==> src/rtl/ifetch_unit.sv <==
// ifetch_unit: owns the PC, fetches from a combinational IMEM and queues {pc, instr} for decode
module ifetch_unit #(
    parameter logic [31:0] RESET_PC = 32'h0000_0000,
    parameter int DEPTH = 2,
    localparam int CW = $clog2(DEPTH + 1)
) (
    input  logic          clk,
    input  logic          rst_n,
    output logic [31:0]   imem_pc,
    input  logic [31:0]   imem_instr,
    output logic          fetch_valid,
    input  logic          fetch_ready,
    output logic [31:0]   fetch_pc,
    output logic [31:0]   fetch_instr,
    input  logic          redirect_valid,
    input  logic [31:0]   redirect_pc,
    output logic [CW-1:0] queue_count
);
    localparam int AW = $clog2(DEPTH);
    logic [31:0]   pc;
    logic [63:0]   q [DEPTH];
    logic [AW-1:0] wp, rp;
    logic [CW-1:0] count;
    logic          has, push, pop;
    logic          unused_lo;
    assign unused_lo = ^redirect_pc[1:0];
    always_comb begin
        has         = count != '0;
        fetch_valid = has & !redirect_valid;
        pop         = fetch_valid & fetch_ready;
        push        = !redirect_valid & ((count < CW'(DEPTH)) | pop);
    end
    assign imem_pc     = pc;
    assign queue_count = count;
    assign fetch_pc    = has ? q[rp][63:32] : '0;
    assign fetch_instr = has ? q[rp][31:0] : '0;
    always_ff @(posedge clk or negedge rst_n) begin
        if (!rst_n) begin
            pc    <= RESET_PC;
            wp    <= '0;
            rp    <= '0;
            count <= '0;
        end else if (redirect_valid) begin
            pc    <= {redirect_pc[31:2], 2'b00};
            wp    <= '0;
            rp    <= '0;
            count <= '0;
        end else begin
            if (push) begin
                pc <= pc + 32'd4;
                wp <= wp + AW'(1);
            end
            if (pop) rp <= rp + AW'(1);
            if (push != pop) count <= push ? count + CW'(1) : count - CW'(1);
        end
    end
    // Payload storage needs no reset: outputs are gated by count
    always_ff @(posedge clk) begin
        if (push) q[wp] <= {imem_pc, imem_instr};
    end
endmodule

==> config.mk <==
export PLATFORM = sky130hd
export DESIGN_NAME = ifetch_unit
export DESIGN_NICKNAME = d
export VERILOG_FILES = /design/src/rtl/ifetch_unit.sv
export SDC_FILE = /design/constraint.sdc
export NUM_CORES = 1
export LEC_CHECK = 0
export ABC_AREA = 1
export CAP_MARGIN = 15
export CORE_MARGIN = 4
export CORE_UTILIZATION = 60
export CTS_CLUSTER_SIZE = 16
export DETAILED_ROUTE_END_ITERATION = 12
export DONT_BUFFER_PORTS = 1
export GPL_ROUTABILITY_DRIVEN = 0
export HOLD_SLACK_MARGIN = 0.05
export PLACE_DENSITY = 0.75
export SETUP_SLACK_MARGIN = 0.2
export SYNTH_ARGS = -nofsm -noshare
export SYNTH_HDL_FRONTEND = slang
export SYNTH_SLANG_ARGS = --single-unit
==> constraint.sdc <==
create_clock -name clk -period 8.15 [get_ports clk]
set_input_delay 1.63 -clock clk [delete_from_list [all_inputs] [get_ports clk]]
set_output_delay 1.63 -clock clk [all_outputs]
set_load 0.02 [all_outputs]
==> impl_metrics.tcl <==
set metrics [dict create \
    critical_path.slowest_cell "inv_2" \
    crit_path_start_kind "flip-flop" \
    total_power_mw 2.02 \
    io_buffers 0 \
    fp.dieArea_sq_mm 0.0135 \
    max_slew_margin 0.276 \
    cp-end-kind "output pin" \
    status "complete, no violations" \
    cts.clk_slew.worst_paths_ns 0.06 \
    grt_pass1_wl_um 24300 \
    vias_per_cell 5.65 \
    fin_crit_sh 0.523 \
    postCtsSetupBuffers 0 \
    crit_family "buffers and inverters" \
    post-route-drc-count 0 \
    drive_gt1_frac 0.0702 \
    rsz0062_at_grt "false" \
    finClkSkew_ns 0.0106 \
    critPathCapture "fetch_pc[14]" \
    postCtsHoldBufs 0 \
    powerDensity_mw_per_mm2 262 \
    cts_num_sinks 158 \
    finalMaxSlewViolations 0 \
    die_h_um 116 \
    finalSetupViolCount 0 \
    start_util 0.614 \
    cp_max_fo 62 \
    synth.distinct_cells 33 \
    peakVddDrop_v 0.000158 \
    io_pins 167 \
    post_drt_wl_per_cell_um 18.0 \
    worst_ep_arrival_time_ns 2.63 \
    ys_warn_count 0 \
    fmax_mhz 235 \
    grt_start_max_net_pins 66 \
    slowest_delay_ns 0.91 \
    first_pass_iters 5 \
    cp.depth 3 \
    synthToLayoutAreaGrowth_pct 9.67 \
    r2r-end "q[0][6]$_DFFE_PP_" \
    reg2reg_depth 6 \
    hpwl_um 10400 \
    rr_startpoint "queue_count[1]$_DFFE_PN0P_" \
    drt_iter0_drc 422 \
    rrSetupSlack_ns 5.61 \
    ys_ff_latch 158 \
    clk_latency_ns 0.41 \
    critical_path_class "flip-flop to output pin" \
    nets 783 \
    p_leak_nw 3.03 \
    crit_buf_inv 1 \
    cp_cell_sequence "inv_2, nand2_1, a21oi_1" \
    layout_commonest_cell "nand2_1" \
    grt_usage 0.236 \
    seq_area_frac_synth 0.650 \
    syn_area_sq_mm 0.00704 \
    cts_resized 0 \
    required_ns 6.52 \
    ant_nets 0 \
    period_minus_slack_ns 4.26 \
    cts_buffers 17 \
    placementRows 39 \
    maxCapViolations 0 \
    die_x_um 116 \
    hold_viol_final 0 \
    globalRouteOverflowTotal 0 \
    drt-total-wl_um 15700 \
    synthCells 721 \
    cts-root-buf "clkbuf_16" \
    worstMarginPinSlew_ns 1.08 \
    startpoint "rp$_DFFE_PN0P_" \
    grt_pass1_vias 4647 \
    htree_levels 4 \
    antenna_found_initial 0 \
    layout_common_cells "nand2_1, edfxtp_1, a21oi_1, nor2_1, inv_1" \
    hold_path.class "flip-flop to flip-flop" \
    fin_setup_tns_ns 0 \
    cts_tree "yes" \
    core-area_sq_mm 0.0115 \
    avgSynthCellArea_sq_um 9.76 \
    cts_buffer_depth 2 \
    vias 4909 \
    antenna_cells 0 \
]
## worst min-delay path by stage
stage,start,to,slack (ns),depth (start not counted)
2_1_floorplan,wp$_DFFE_PN0P_,wp$_DFFE_PN0P_,0.52,2
3_3_place_gp,wp$_DFFE_PN0P_,wp$_DFFE_PN0P_,0.55,2
3_5_place_dp,wp$_DFFE_PN0P_,wp$_DFFE_PN0P_,0.56,2
4_1_cts,wp$_DFFE_PN0P_,wp$_DFFE_PN0P_,0.57,2
5_1_grt,wp$_DFFE_PN0P_,wp$_DFFE_PN0P_,0.60,2
6_report,wp$_DFFE_PN0P_,wp$_DFFE_PN0P_,0.56,2
## per-stage QoR
stage          setup slack, ns  hold WS (ns)  cell area [sq um]  utilization  cells
3_3_place_gp              4.08         0.547               7120        0.621    837
3_5_place_dp              4.02         0.560               7120        0.621    837
2_1_floorplan             1.33         0.516               7050            -    724
6_report                  3.89         0.563               7720        0.673    869
5_1_grt                   3.69         0.600               7720        0.673    869
4_1_cts                   3.57         0.574               7690        0.671    868
## registers in the layout (all words and copies together) (netlist names)
signal       cells
imem_pc         30
queue_count      2
rp               1
q              124
wp               1
## kinds of logic (layout without fill, tap and decap cells)
| logic type | count (synthesis) | in the layout | share of synthesized area |
|---|---|---|---|
| AOI/OAI and AO/OA | 105 | 105 | 0.0834 |
| xor gates and xnor gates | 3 | 3 | 0.00373 |
| adders and majority gates | 1 | 1 | 0.00178 |
| buffers and inverters | 85 | 87 | 0.0491 |
| DFF | 158 | 158 | 0.650 |
| other | 1 | 4 | 0.000533 |
| and+or+nand+nor | 368 | 368 | 0.212 |
## tightest hold or removal path, delay by kind of cell (launching register included)
kind,cells,cell delay (ns)
AO/OA/AOI/OAI,1,0.14
buffers and inverters,1,0.06
flip-flops,1,0.32
## metal layers
| metal | routed length [um] | track usage |
|---|---|---|
| met2 | 7710 | 0.388 |
| met1 | 6250 | 0.301 |
| met5 | 0 | 0 |
| met3 | 1420 | 0.0741 |
| met4 | 295 | 0.0727 |
## where the power goes
part           switching [mW]  total, mW  internal, mW
Clock                   0.304      0.756         0.452
Sequential             0.0867       1.04         0.949
Combinational           0.174      0.231        0.0561
Total                   0.565       2.02          1.46
## cell usage after synthesis, drive strengths merged
master,instances,area share
nand2,259,0.14
edfxtp,124,0.53
a21oi,62,0.044
nor2,53,0.031
inv,49,0.026
nand3,40,0.028
dfrtp,34,0.12
o21ai,22,0.016
buf,20,0.014
clkbuf,15,0.0080
a22oi,9,0.0096
nor3,6,0.0043
nand4,5,0.0044
o211ai,5,0.0053
and2,3,0.0027
o21bai,3,0.0032
a31oi,2,0.0018
xor2,2,0.0025
a21boi,1,0.0027
clkinv,1,0.00053
conb,1,0.00053
ha,1,0.0018
nand3b,1,0.0011
o31ai,1,0.0011
or2,1,0.00089
xnor2,1,0.0012
## layout make-up
| type | count | area, sq um |
|---|---|---|
| Multi-Input combinational cell | 481 | 2140 |
| Tap cell | 143 | 179 |
| Sequential cell | 158 | 4580 |
| Timing Repair Buffer | 6 | 65.1 |
| Inverter | 50 | 188 |
| Clock inverter | 12 | 136 |
| Clock buffer | 19 | 433 |
| Fill cell | 868 | 3750 |
Power figures use the tool's default switching activity.
